### config.mk
export PLATFORM = sky130hd
export DESIGN_NAME = fsm_seq_driver_flat
export DESIGN_NICKNAME = d
export VERILOG_FILES = /design/src/rtl/fsm_seq_pkg.sv /design/src/rtl/fsm_seq_if.sv /design/src/rtl/fsm_seq_mem.sv /design/src/rtl/fsm_seq_driver.sv /design/src/flat_wrapper.sv
export SDC_FILE = /design/constraint.sdc
export NUM_CORES = 1
export LEC_CHECK = 0
export BUFFER_PORTS_ARGS = -buffer_cell sky130_fd_sc_hd__buf_2
export CORE_MARGIN = 8
export CORE_UTILIZATION = 65
export CTS_BUF_LIST = sky130_fd_sc_hd__clkbuf_8
export DETAILED_ROUTE_END_ITERATION = 10
export PLACE_DENSITY = 0.86
export SETUP_SLACK_MARGIN = 0.2
export SLEW_MARGIN = 20
export SYNTH_ARGS = -nofsm -noshare
export SYNTH_HDL_FRONTEND = slang
export SYNTH_SLANG_ARGS = --single-unit
### constraint.sdc
create_clock -name clk -period 3.5 [get_ports clk]
set_clock_uncertainty 0.15 [all_clocks]
set_input_delay 0.175 -clock clk [delete_from_list [all_inputs] [get_ports clk]]
set_output_delay 0.175 -clock clk [all_outputs]
set_load 0.02 [all_outputs]
### src/rtl/fsm_seq_pkg.sv
`default_nettype none
// ============================================================================
// Module  : fsm_seq_pkg
// Brief   : Shared constants and entry helpers for the fsm_seq_driver block.
// Revision: 1.0 - initial release
// ============================================================================
package fsm_seq_pkg;

    localparam int ENTRY_W = 3;
    localparam int SYM_LSB = 0;
    localparam int EXP_BIT = 2;

    typedef logic [2:0] state_t;

    localparam state_t ST_IDLE  = 3'd0;
    localparam state_t ST_CLR   = 3'd1;
    localparam state_t ST_PLAY  = 3'd2;
    localparam state_t ST_DRAIN = 3'd3;
    localparam state_t ST_DONE  = 3'd4;

    function automatic logic [1:0] entry_sym(input logic [ENTRY_W-1:0] e);
        return e[SYM_LSB +: 2];
    endfunction

    function automatic logic entry_exp(input logic [ENTRY_W-1:0] e);
        return e[EXP_BIT];
    endfunction

endpackage
`default_nettype wire

### src/rtl/fsm_seq_if.sv
`default_nettype none
// ============================================================================
// Module  : fsm_seq_if
// Brief   : Host-side programming, control and result bus of fsm_seq_driver.
// Revision: 1.0 - initial release
// ============================================================================
interface fsm_seq_if
    import fsm_seq_pkg::*;
#(
    parameter int AW    = 4,
    parameter int CNT_W = 8
) ();

    logic               i_wr_en;
    logic [AW-1:0]      i_wr_addr;
    logic [ENTRY_W-1:0] i_wr_data;
    logic [AW:0]        i_len;
    logic               i_start;
    logic               o_busy;
    logic               o_done;
    logic [CNT_W-1:0]   o_err_cnt;
    logic               o_first_err_vld;
    logic [AW-1:0]      o_first_err_idx;

    modport master (
        output i_wr_en, i_wr_addr, i_wr_data, i_len, i_start,
        input  o_busy, o_done, o_err_cnt, o_first_err_vld, o_first_err_idx
    );

    modport slave (
        input  i_wr_en, i_wr_addr, i_wr_data, i_len, i_start,
        output o_busy, o_done, o_err_cnt, o_first_err_vld, o_first_err_idx
    );

endinterface
`default_nettype wire

### src/rtl/fsm_seq_mem.sv
`default_nettype none
// ============================================================================
// Module  : fsm_seq_mem
// Brief   : DEPTH x ENTRY_W sequence store, one sync write, one async read.
// Revision: 1.0 - initial release
// ============================================================================
module fsm_seq_mem
    import fsm_seq_pkg::*;
#(
    parameter int DEPTH = 16,
    parameter int AW    = 4
) (
    input  logic               clk,
    input  logic               i_wr_en,
    input  logic [AW-1:0]      i_wr_addr,
    input  logic [ENTRY_W-1:0] i_wr_data,
    input  logic [AW-1:0]      i_rd_addr,
    output logic [ENTRY_W-1:0] o_rd_data
);

    // Contents intentionally survive reset so a sequence can be replayed.
    logic [ENTRY_W-1:0] r_mem [DEPTH];

    always_ff @(posedge clk) begin
        if (i_wr_en) begin
            r_mem[i_wr_addr] <= i_wr_data;
        end
    end

    assign o_rd_data = r_mem[i_rd_addr];

endmodule
`default_nettype wire

### src/rtl/fsm_seq_driver.sv
`default_nettype none
// ============================================================================
// Module  : fsm_seq_driver
// Brief   : Plays a stored symbol sequence into a Moore FSM and checks it.
// Revision: 1.0 - initial release
// ============================================================================
module fsm_seq_driver
    import fsm_seq_pkg::*;
#(
    parameter int DEPTH   = 16,
    parameter int AW      = 4,
    parameter int CLR_CYC = 2,
    parameter int CNT_W   = 8
) (
    input  logic       clk,
    input  logic       rst,
    fsm_seq_if.slave   bus,
    output logic       o_dut_rstn,
    output logic [1:0] o_sym,
    input  logic       i_dut_out
);

    localparam int CLR_W = (CLR_CYC > 1) ? $clog2(CLR_CYC) : 1;

    state_t             r_state;
    state_t             w_state_nx;
    logic [CLR_W-1:0]   r_clr_cnt;
    logic [AW-1:0]      r_idx;
    logic [AW:0]        r_len;
    logic [ENTRY_W-1:0] w_rd_data;

    logic               w_start_ok;
    logic               w_len_zero;
    logic [AW:0]        w_len_clamp;
    logic               w_clr_last;
    logic               w_play_last;

    // Two-stage check pipeline: output register, then DUT register.
    logic               r_chk1_vld;
    logic               r_chk1_exp;
    logic [AW-1:0]      r_chk1_idx;
    logic               r_chk2_vld;
    logic               r_chk2_exp;
    logic [AW-1:0]      r_chk2_idx;

    logic               r_busy;
    logic               r_done;
    logic               r_dut_rstn;
    logic [1:0]         r_sym;
    logic [CNT_W-1:0]   r_err_cnt;
    logic               r_first_vld;
    logic [AW-1:0]      r_first_idx;

    logic               w_busy_nx;
    logic               w_done_nx;
    logic               w_dut_rstn_nx;
    logic [1:0]         w_sym_nx;

    fsm_seq_mem #(
        .DEPTH (DEPTH),
        .AW    (AW)
    ) u_mem (
        .clk       (clk),
        .i_wr_en   (bus.i_wr_en && (r_state == ST_IDLE)),
        .i_wr_addr (bus.i_wr_addr),
        .i_wr_data (bus.i_wr_data),
        .i_rd_addr (r_idx),
        .o_rd_data (w_rd_data)
    );

    assign w_start_ok  = (r_state == ST_IDLE) && bus.i_start;
    assign w_len_zero  = (bus.i_len == '0);
    assign w_len_clamp = (bus.i_len > (AW+1)'(DEPTH)) ? (AW+1)'(DEPTH) : bus.i_len;
    assign w_clr_last  = (r_clr_cnt == CLR_W'(CLR_CYC - 1));
    assign w_play_last = ({1'b0, r_idx} == (r_len - (AW+1)'(1)));

    always_ff @(posedge clk) begin
        if (rst) begin
            r_state <= ST_IDLE;
        end else begin
            r_state <= w_state_nx;
        end
    end

    always_comb begin
        w_state_nx = r_state;
        case (r_state)
            ST_IDLE:  if (w_start_ok && !w_len_zero) w_state_nx = ST_CLR;
            ST_CLR:   if (w_clr_last)                w_state_nx = ST_PLAY;
            ST_PLAY:  if (w_play_last)               w_state_nx = ST_DRAIN;
            ST_DRAIN:                                w_state_nx = ST_DONE;
            ST_DONE:                                 w_state_nx = ST_IDLE;
            default:                                 w_state_nx = ST_IDLE;
        endcase
    end

    // Next values of the registered outputs; they lag the state by one cycle.
    always_comb begin
        w_busy_nx     = (w_state_nx != ST_IDLE);
        w_done_nx     = (r_state == ST_DONE) || (w_start_ok && w_len_zero);
        w_dut_rstn_nx = (r_state == ST_PLAY) || (r_state == ST_DRAIN);
        w_sym_nx      = 2'b00;
        if (r_state == ST_PLAY) begin
            w_sym_nx = entry_sym(w_rd_data);
        end else if (r_state == ST_DRAIN) begin
            w_sym_nx = r_sym;
        end
    end

    always_ff @(posedge clk) begin
        if (rst) begin
            r_clr_cnt   <= '0;
            r_idx       <= '0;
            r_len       <= '0;
            r_chk1_vld  <= 1'b0;
            r_chk1_exp  <= 1'b0;
            r_chk1_idx  <= '0;
            r_chk2_vld  <= 1'b0;
            r_chk2_exp  <= 1'b0;
            r_chk2_idx  <= '0;
            r_busy      <= 1'b0;
            r_done      <= 1'b0;
            r_dut_rstn  <= 1'b0;
            r_sym       <= 2'b00;
            r_err_cnt   <= '0;
            r_first_vld <= 1'b0;
            r_first_idx <= '0;
        end else begin
            r_busy     <= w_busy_nx;
            r_done     <= w_done_nx;
            r_dut_rstn <= w_dut_rstn_nx;
            r_sym      <= w_sym_nx;

            r_clr_cnt <= (r_state == ST_CLR)  ? r_clr_cnt + CLR_W'(1) : '0;
            r_idx     <= (r_state == ST_PLAY) ? r_idx + AW'(1)        : '0;

            if (w_start_ok && !w_len_zero) begin
                r_len <= w_len_clamp;
            end

            r_chk1_vld <= (r_state == ST_PLAY);
            r_chk1_exp <= entry_exp(w_rd_data);
            r_chk1_idx <= r_idx;
            r_chk2_vld <= r_chk1_vld;
            r_chk2_exp <= r_chk1_exp;
            r_chk2_idx <= r_chk1_idx;

            if (w_start_ok && !w_len_zero) begin
                r_err_cnt   <= '0;
                r_first_vld <= 1'b0;
                r_first_idx <= '0;
            end else if (r_chk2_vld && (i_dut_out != r_chk2_exp)) begin
                if (r_err_cnt != '1) begin
                    r_err_cnt <= r_err_cnt + CNT_W'(1);
                end
                if (!r_first_vld) begin
                    r_first_vld <= 1'b1;
                    r_first_idx <= r_chk2_idx;
                end
            end
        end
    end

    assign bus.o_busy          = r_busy;
    assign bus.o_done          = r_done;
    assign bus.o_err_cnt       = r_err_cnt;
    assign bus.o_first_err_vld = r_first_vld;
    assign bus.o_first_err_idx = r_first_idx;
    assign o_dut_rstn          = r_dut_rstn;
    assign o_sym               = r_sym;

endmodule
`default_nettype wire
### src/flat_wrapper.sv
// flat-port wrapper written by rule: the top's interface ports become plain ports
module fsm_seq_driver_flat import fsm_seq_pkg::*;
#(
    parameter int DEPTH   = 16,
    parameter int AW      = 4,
    parameter int CLR_CYC = 2,
    parameter int CNT_W   = 8
)
  (clk, rst, o_dut_rstn, o_sym, i_dut_out, bus_i_wr_en, bus_i_wr_addr, bus_i_wr_data, bus_i_len, bus_i_start, bus_o_busy, bus_o_done, bus_o_err_cnt, bus_o_first_err_vld, bus_o_first_err_idx);
  fsm_seq_if #(.AW(AW), .CNT_W(CNT_W)) bus_i ();
  input  logic clk;
  input  logic rst;
  output logic o_dut_rstn;
  output logic [1:0] o_sym;
  input  logic i_dut_out;
  input wire logic [$bits(bus_i.i_wr_en)-1:0] bus_i_wr_en;
  input wire logic [$bits(bus_i.i_wr_addr)-1:0] bus_i_wr_addr;
  input wire logic [$bits(bus_i.i_wr_data)-1:0] bus_i_wr_data;
  input wire logic [$bits(bus_i.i_len)-1:0] bus_i_len;
  input wire logic [$bits(bus_i.i_start)-1:0] bus_i_start;
  output wire logic [$bits(bus_i.o_busy)-1:0] bus_o_busy;
  output wire logic [$bits(bus_i.o_done)-1:0] bus_o_done;
  output wire logic [$bits(bus_i.o_err_cnt)-1:0] bus_o_err_cnt;
  output wire logic [$bits(bus_i.o_first_err_vld)-1:0] bus_o_first_err_vld;
  output wire logic [$bits(bus_i.o_first_err_idx)-1:0] bus_o_first_err_idx;
  assign bus_i.i_wr_en = bus_i_wr_en;
  assign bus_i.i_wr_addr = bus_i_wr_addr;
  assign bus_i.i_wr_data = bus_i_wr_data;
  assign bus_i.i_len = bus_i_len;
  assign bus_i.i_start = bus_i_start;
  assign bus_o_busy = bus_i.o_busy;
  assign bus_o_done = bus_i.o_done;
  assign bus_o_err_cnt = bus_i.o_err_cnt;
  assign bus_o_first_err_vld = bus_i.o_first_err_vld;
  assign bus_o_first_err_idx = bus_i.o_first_err_idx;
  fsm_seq_driver #(.DEPTH(DEPTH), .AW(AW), .CLR_CYC(CLR_CYC), .CNT_W(CNT_W)) u_core (.clk(clk), .rst(rst), .bus(bus_i), .o_dut_rstn(o_dut_rstn), .o_sym(o_sym), .i_dut_out(i_dut_out));
endmodule
## Yosys cells after proc, flatten, opt, wreduce, memory -nomap -nowiden

Memory sizes are Yosys's and may differ from the RTL's. A register that Yosys moved wholly into a read port is not among the register bits.
Cells that the tools add are included.

| word-level totals | value |
|---|---|
| flip-flop bits (word level) | 43 |
| memory bits (writable) | 48 |
| output and inout bits | 18 |
| word-level logic and storage cells | 60 |
| memories kept | 1 |

Memory list:

| memory | depth | bits a word | read ports | clocked after memory_dff | write ports | RTL line | RTL |
|---|---|---|---|---|---|---|---|
| u_core.u_mem.r_mem | 16 | 3 | 1 | 1 | 1 | fsm_seq_mem.sv:22 | `logic [ENTRY_W-1:0] r_mem [DEPTH];` |

| operators by class | value |
|---|---|
| add/sub/neg operators | 4 |
| $lt $le $gt $ge | 1 |
| equality and inequality tests | 8 |
| mux-type cells | 10 |
| bitwise operators | 3 |
| reductions and logical operators | 16 |

Operator list:

| cell | number |
|---|---|
| $pmux 3 s4 | 1 |
| $mux 3 | 3 |
| $add 8x1->8 const B | 1 |
| $ne 8x8->1 const B | 1 |
| $eq 3x2->1 const B | 2 |
| $reduce_or 2->1 | 3 |
| $eq 4x5->1 | 1 |
| $gt 5x5->1 const B | 1 |
| $logic_and 1x1->1 | 5 |
| $logic_not 5->1 | 1 |
| $mux 5 | 1 |
| $sub 5x1->5 const B | 1 |
| $add 4x1->4 const B | 1 |
| $mux 2 | 2 |
| $mux 4 | 1 |
| $reduce_and 2->1 | 2 |
| $eq 3x1->1 const B | 1 |
| $eq 3x3->1 const B | 1 |
| $logic_not 3->1 | 1 |
| $not 1->1 | 3 |
| $reduce_bool 3->1 | 1 |
| $logic_or 1x1->1 | 2 |
| $mux 1 | 2 |
| $ne 2x1->1 const B | 1 |
| 3 further kinds | 3 |

## Depth between registers and ports, before layout

Gate-level depths: netlist (run 1).

| depth | value |
|---|---|
| depth after elaboration | 6 |
| gate-level depth with buffers | 7 |

## Cells and area by module

From an unflattened synthesis (run 1), not the netlist that was laid out.

| second synthesis, totals | value |
|---|---|
| cells, all modules | 275 |
| area, all modules | 3663.5 sq um |

Modules (own cells, without submodules):

| module | times used | cells an instance | area an instance (sq um) | seq. area each (sq um) |
|---|---|---|---|---|
| fsm_seq_mem | 1 | 100 | 1951.9 | 1441.4 |
| fsm_seq_driver | 1 | 175 | 1711.6 | 860.8 |

## Least setup slack after synthesis (run 1)

OpenSTA, ideal clock, no wires.

| timing | value |
|---|---|
| kind | register -> register |
| start point | reg u_core.r_state[0] |
| end point | mem u_core.u_mem.r_mem[0][0], enable pin |
| library setup time | 345 ps |
| arrival | 1398 ps |
| slack | 1607 ps |
| cell stages (with the launch flop) | 5 |
| clock period less this slack | 1893 ps |
| cell sequence | dfxtp_1 > nor3_1 > nand2_1 > or3_1 > nor3_1 |

| on the way | value |
|---|---|
| longest elaborated chain between the ends | 4 |

RTL lines:

| what | RTL line | RTL |
|---|---|---|
| from (decl) | fsm_seq_driver.sv:25 | `state_t r_state;` |
| from (signal assigned) | fsm_seq_driver.sv:81 | `r_state <= w_state_nx;` |
| $logic_not 3->1 | fsm_seq_driver.sv:64 | `.i_wr_en (bus.i_wr_en && (r_state == ST_IDLE)),` |
| $logic_and 1x1->1 | fsm_seq_driver.sv:64 |  |
| $mux 1 | fsm_seq_mem.sv:25 | `if (i_wr_en) begin` |
| $mux 1 (not written as such) | fsm_seq_mem.sv:26 | `r_mem[i_wr_addr] <= i_wr_data;` |
| to (decl) | fsm_seq_mem.sv:22 |  |

No other way between the ends.

==> metrics, run 1 <==
RSZ-0062 raised after global routing=false; final critical-path required period=2.337 ns; Initial Util=66.76%; final core occ=75.09%; Setup Viol. Count Final=0; Tcrit/Tclk final=66.78%; Num CTS Buffers=9; root buffer cell=clkbuf_8; Die Y=90.74 um; Arr. time, crit path=2.43 ns; Slew Limit Fails=0; post-CTS sizing=0; TritonCTS clock tree=yes; Via Count=2,283; Critical Path RT=3.59 ns; largest cells by area after synthesis=edfxtp_1, dfxtp_1, mux4_2; most frequent cells in the layout=edfxtp_1, dfxtp_1, buf_2, nor2_1, nand2_1; FF-to-FF Start=u_core.r_idx[0]$_SDFF_PP0_; dominant synthesized flop cell=edfxtp_1; synthesized net count=291; Hold Path Origin=bus_i_wr_data[1]; cell taking the most area after synthesis=edfxtp_1; ant diodes=0; 1st-pass router iterations=4; Power per Cell Area=464.8 mW/mm2; Slew @ Worst Pin=0.7755 ns; area of the mapped netlist=0.003631 mm2; synth-to-layout area growth=12.47%; # rows=27; initial antenna violation count=0; global route overflow=0; Hold Path Class=input pin to flip-flop; Fill cells=350; Die W=90.74 um; Hold Path End=u_core.u_mem.r_mem[5][1]$_DFFE_PP_; Reg2Reg Capture Point=u_core.r_chk1_exp$_SDFF_PP0_; yosys warns=0; Skew-Pair Late Insertion Delay=0.35 ns; sequential area share after synthesis=63.40%; die area=0.008234 mm2; layout cells sized above 1=20.44%; endpoints failing hold=0; EDFF count, synth=48; Core Area=0.005439 mm2; largest net degree at the start of global routing=24; status=finished clean; post-synth top area share=39.70%; initial drt markers=109; CP Capture Type=flip-flop; port bufs=34; worst reg2reg setup slack=1.16 ns; Worst-path clk slew=0.08 ns; ys async rst share=0%; All-Layer GR Usage=17.25%; vias in the first global route=2,302; register bit total from synthesis=91; GP Congestion=0.7854; Synth Area per Inst=13.40 um2; ANT nets after route=0; CTS Buffer Depth=2; Final nets=333; Setup TNS=0 ns; WL per Instance=17.10 um; Via density=5.854; Top Ports=35; Rel. slew slack=48.23%; commonest non-fill, non-tap cell in the layout=edfxtp_1; HPWL Detailed=4625 um; Peak VDD IR=0.0004266 V; Max Clock Freq=427.9 MHz; Yosys cell types=48; Crit Path Max Fanout=15; clk sinks=91; Register-to-Register Path Depth=3; Crit Path Category=flip-flop to flip-flop; Worst setup SP type=flip-flop; Syn Inst Count=271; LEAKAGE=1.461 nW; H-Tree Depth=3; Hold Path Depth=1; first-pass GRT wire length=11,120 um; drt drc=0; wirelength, routed=6670 um; max cap viols=0
-- what timing repair did --
action	CTS	global route
hold buffers	6	0
hold endpoints to repair	6	0
buffers inserted	0	0
-- how the worst max path moves through the flow --
stage                                 startpoint                            endpoint  depth (start not counted)  slack, ns
floorplan           u_core.r_state[0]$_SDFF_PP0_  u_core.u_mem.r_mem[0][0]$_DFFE_PP_                          4       1.61
global placement      u_core.r_idx[0]$_SDFF_PP0_        u_core.r_chk1_exp$_SDFF_PP0_                          3       1.20
detailed placement    u_core.r_idx[0]$_SDFF_PP0_        u_core.r_chk1_exp$_SDFF_PP0_                          3       1.14
CTS                   u_core.r_idx[0]$_SDFF_PP0_        u_core.r_chk1_exp$_SDFF_PP0_                          3       1.12
global route        u_core.r_state[0]$_SDFF_PP0_  u_core.u_mem.r_mem[0][2]$_DFFE_PP_                          4       0.98
finish                u_core.r_idx[0]$_SDFF_PP0_        u_core.r_chk1_exp$_SDFF_PP0_                          3       1.16
-- cell families after synthesis --
| kind of cell | synth area share (%) |
|---|---|
| flip-flops | 63.40 |
| AND/OR/NAND/NOR | 14.75 |
| multiplexers | 9.649 |
| buffers and inverters | 1.964 |
| adder cells (fa/ha/maj) | 1.034 |
| AO/OA/AOI/OAI | 6.583 |
| XOR/XNOR | 2.619 |
-- per-layer routing --
metal | vias up | GRT usage [%] | share of wire, %
met1 | 1114 | 19.19 | 43
met5 | - | 0 | 0
met2 | 63 | 28.81 | 50
met4 | 0 | 10.54 | 2.4
li1 | 1092 | - | -
met3 | 14 | 4.655 | 5.0
-- registers in the layout, indices dropped and copies added, names as in the netlist, 2 cells and up --
name	flops
u_core.r_chk1_idx	4
u_core.r_chk2_idx	4
u_core.bus.o_first_err_idx	4
u_core.r_len	5
u_core.r_state	3
u_core.r_idx	4
u_core.o_sym	2
u_core.bus.o_err_cnt	8
u_core.u_mem.r_mem	48
-- Yosys cell counts, drive strengths merged, types with 2 or more instances --
cell and count:
a211o 2, a21oi 12, and2 3, and3 3, buf 5, clkbuf 4, dfxtp 43, edfxtp 48
ha 3, inv 5, mux2i 5, mux4 13, nand2 14, nand2b 4, nand3 8, nand4 3
nand4b 2, nor2 29, nor2b 11, nor3 12, nor4 2, o2111ai 2, o21a 3, o21ai 6
or3 3, or4 2, xnor2 2, xor2 8
-- stage by stage --
stage                     hold WS, ns  instances  cell area, um2  power (mW)  setup slack (ns)
after global placement         0.2750        368            3839       1.250             1.200
after CTS                     0.04214        390            4084       1.903             1.121
after detailed placement       0.2797        368            3839       1.254             1.141
final                         0.05376        390            4084       1.898             1.163
after global routing          0.05014        390            4084       1.961            0.9818
after floorplan                0.1239        271            3631       1.220             1.607
-- area by class of cell --
cell class,instances,area [um2],area share [%]
sequential,91,2302,56.37
multi-input combinational,166,1257,30.79
timing repair buffer,40,230.2,5.637
clock buffer,9,123.9,3.033
tap,72,90.09,2.206
clock inverter,7,61.31,1.501
inverter,5,18.77,0.4596
-- critical path: stages, from the launching register on --
cell and delay [ns]:
dfxtp_1 0.81, mux4_1 0.65, mux4_2 0.48, nor2b_4 0.13
-- power breakdown --
part           switching, mW  internal (mW)  leakage (nW)
clock                  0.343          0.320        0.0914
combinational         0.0535         0.0364         0.589
sequential            0.0104           1.13         0.781
Power figures use the tool's default switching activity.
==> run 2, diff against run 1 <==
Settings changed: CORE_UTILIZATION 65 to 55, PLACE_DENSITY 0.86 to 0.78.
Clock period 3.5 ns to 2.1 ns, I/O delays scaled along.
==> run 2 against run 1 <==
  * Die area is 15% higher
  * Total power increased by 64%
  * Hold slack worse by 0.040 ns
  * Count of clock-buffer cells in the layout unchanged
  * Maximum frequency increased by 27%
  * Design area rose by 4.1%
  * Flip-flop and latch count unchanged
  * Cell count rose by 5.9%
  * Global-route usage is 2.9 points lower
  * Largest cell class unchanged
==> metrics, run 2 (synthesis gave the netlist of run 1 again) <==
vias in the first global route=2,291; FF-to-FF Start=u_core.r_idx[1]$_SDFF_PP0_; wirelength, routed=6526 um; ant diodes=0; largest net degree at the start of global routing=24; Tcrit/Tclk final=87.36%; WL per Instance=15.80 um; Crit Path Max Fanout=9; worst setup path startpoint=u_core.r_idx[1]$_SDFF_PP0_; ANT nets after route=0; Die W=97.25 um; final critical-path required period=1.835 ns; Reg2Reg Capture Point=u_core.o_sym[0]$_SDFFE_PP0P_; Slew Limit Fails=0; CTS Buffer Depth=2; GRT met2 Usage=23.33%; layout cells sized above 1=25.60%; critical path's largest stage delay=0.52 ns; Seq pwr share=60.9%; initial drt markers=95; TritonCTS clock tree=yes; 1st-pass router iterations=4; Crit Path Category=flip-flop to flip-flop; Top Ports=35; GRT busiest layer=met2; worst reg2reg setup slack=0.27 ns; Via Count=2,314; Num CTS Buffers=9; status=finished clean; Sw Ratio=23.03%; Net Switching=718.8 uW; Peak VDD IR=0.0006070 V; M1 GR Usage=16.93%; RSZ-0062 raised after global routing=false; HPWL Detailed=4669 um; root buffer cell=clkbuf_8; Register-to-Register Path Depth=5; die area=0.009458 mm2; CP Capture Type=flip-flop; port bufs=34; Worst setup SP type=flip-flop; Clk network pwr share=33.4%; delay-heaviest family, CP=multiplexers; drt drc=0; combinational share of power=5.7%; Worst Path Buf+Inv=1; global route overflow=0; Skew-Pair Late Insertion Delay=0.36 ns; initial antenna violation count=0; first-pass GRT wire length=10,940 um; max cap viols=0; Arr. time, crit path=1.94 ns; Slew @ Worst Pin=0.4391 ns; # rows=29; Rel. slew slack=70.60%; critical path endpoint=u_core.o_sym[0]$_SDFFE_PP0P_; CP max stage cell=mux4_2; critical path depth=5; most frequent cells in the layout=edfxtp_1, dfxtp_1, buf_2, nor2_1, nand2_1; Setup Viol. Count Final=0; max FFs per register=48; Initial Util=56.86%; worst path cell trace=buf_4 > mux4_2 > mux2i_1 > nor2_1 > a211o_1; Worst-path clk slew=0.09 ns; Final Instance Area=0.004250 mm2; Final nets=351; Setup TNS=0 ns; All-Layer GR Usage=14.35%; Max Clock Freq=545.1 MHz; Power per Cell Area=734.4 mW/mm2; commonest non-fill, non-tap cell in the layout=edfxtp_1; Core Area=0.006386 mm2; LEAKAGE=1.549 nW; GP Congestion=0.8023; Critical Path RT=2.20 ns; Placement Cell Area=0.003943 mm2; clk sinks=91; endpoints failing hold=0; met3 GRT Util=5.263%; synth-to-layout area growth=17.06%; Via density=5.603; H-Tree Depth=3; Biggest register=u_core.u_mem.r_mem; Die Y=97.25 um; Hold Path Class=input pin to flip-flop; P_int=2.403 mW
-- run 2: cell count changes in the layout (fill, tap and decap cells not counted), sizes merged --
cell	before	now
bufinv	1	0
clkinvlp	3	2
clkinv	1	3
dlygate4sd3	6	10
buf	34	48
-- run 2: power by group through the flow --
stage	logic, mW	registers (mW)	clock network, mW
global placement	0.153	1.94	0
detailed placement	0.157	1.94	0
floorplan	0.0853	1.95	0
global route	0.195	1.91	1.12
finish	0.177	1.90	1.04
CTS	0.172	1.90	1.06
-- run 2: routing by layer --
layer | wire length [um] | part of all wire, % | up-vias
li1 | - | - | 1130
met1 | 2826 | 43 | 1120
met4 | 82 | 1.3 | 0
met3 | 473 | 7.2 | 8
met2 | 3144 | 48 | 56
met5 | 0 | 0 | -
-- run 2: layout make-up --
class | instances | area (um2)
Fill cell | 477 | 2136
Tap cell | 77 | 96.34
Multi-Input combinational cell | 166 | 1275
Inverter | 5 | 18.77
Timing Repair Buffer | 58 | 379.1
Clock inverter | 7 | 51.30
Clock buffer | 9 | 123.9
Sequential cell | 91 | 2306
-- run 2: per-stage QoR --
step	power, mW	cells	utilization (%)	hold slack (ns)	setup slack (ns)
after global placement	2.097	386	61.74	0.2442	0.1653
after detailed placement	2.101	386	61.74	0.2520	0.1459
after global routing	3.221	413	66.56	0.02291	0.1921
after floorplan	2.033	271	-	0.05387	0.2066
after CTS	3.137	412	66.14	0.001732	0.2115
final	3.122	413	66.56	0.01402	0.2653
-- run 2: how the worst min path moves through the flow --
stage / startpoint / end / slack (ns) / cells past startpoint
floorplan: bus_i_wr_data[0] / u_core.u_mem.r_mem[0][0]$_DFFE_PP_ / 0.05 / 0
global placement: bus_i_len[3] / u_core.r_len[3]$_SDFFE_PP0P_ / 0.24 / 3
detailed placement: bus_i_len[3] / u_core.r_len[3]$_SDFFE_PP0P_ / 0.25 / 3
CTS: bus_i_wr_addr[2] / u_core.u_mem.r_mem[2][2]$_DFFE_PP_ / 0.002 / 2
global route: bus_i_wr_addr[2] / u_core.u_mem.r_mem[3][1]$_DFFE_PP_ / 0.02 / 2
finish: bus_i_wr_addr[2] / u_core.u_mem.r_mem[3][1]$_DFFE_PP_ / 0.01 / 2
-- run 2: timing repair --
action,in CTS,in global routing
pin swaps,0,1
setup buffers,0,1
endpoints found under the hold margin,58,0
hold buffers,10,0
setup endpoints to repair,6,20
gates resized for setup,2,5
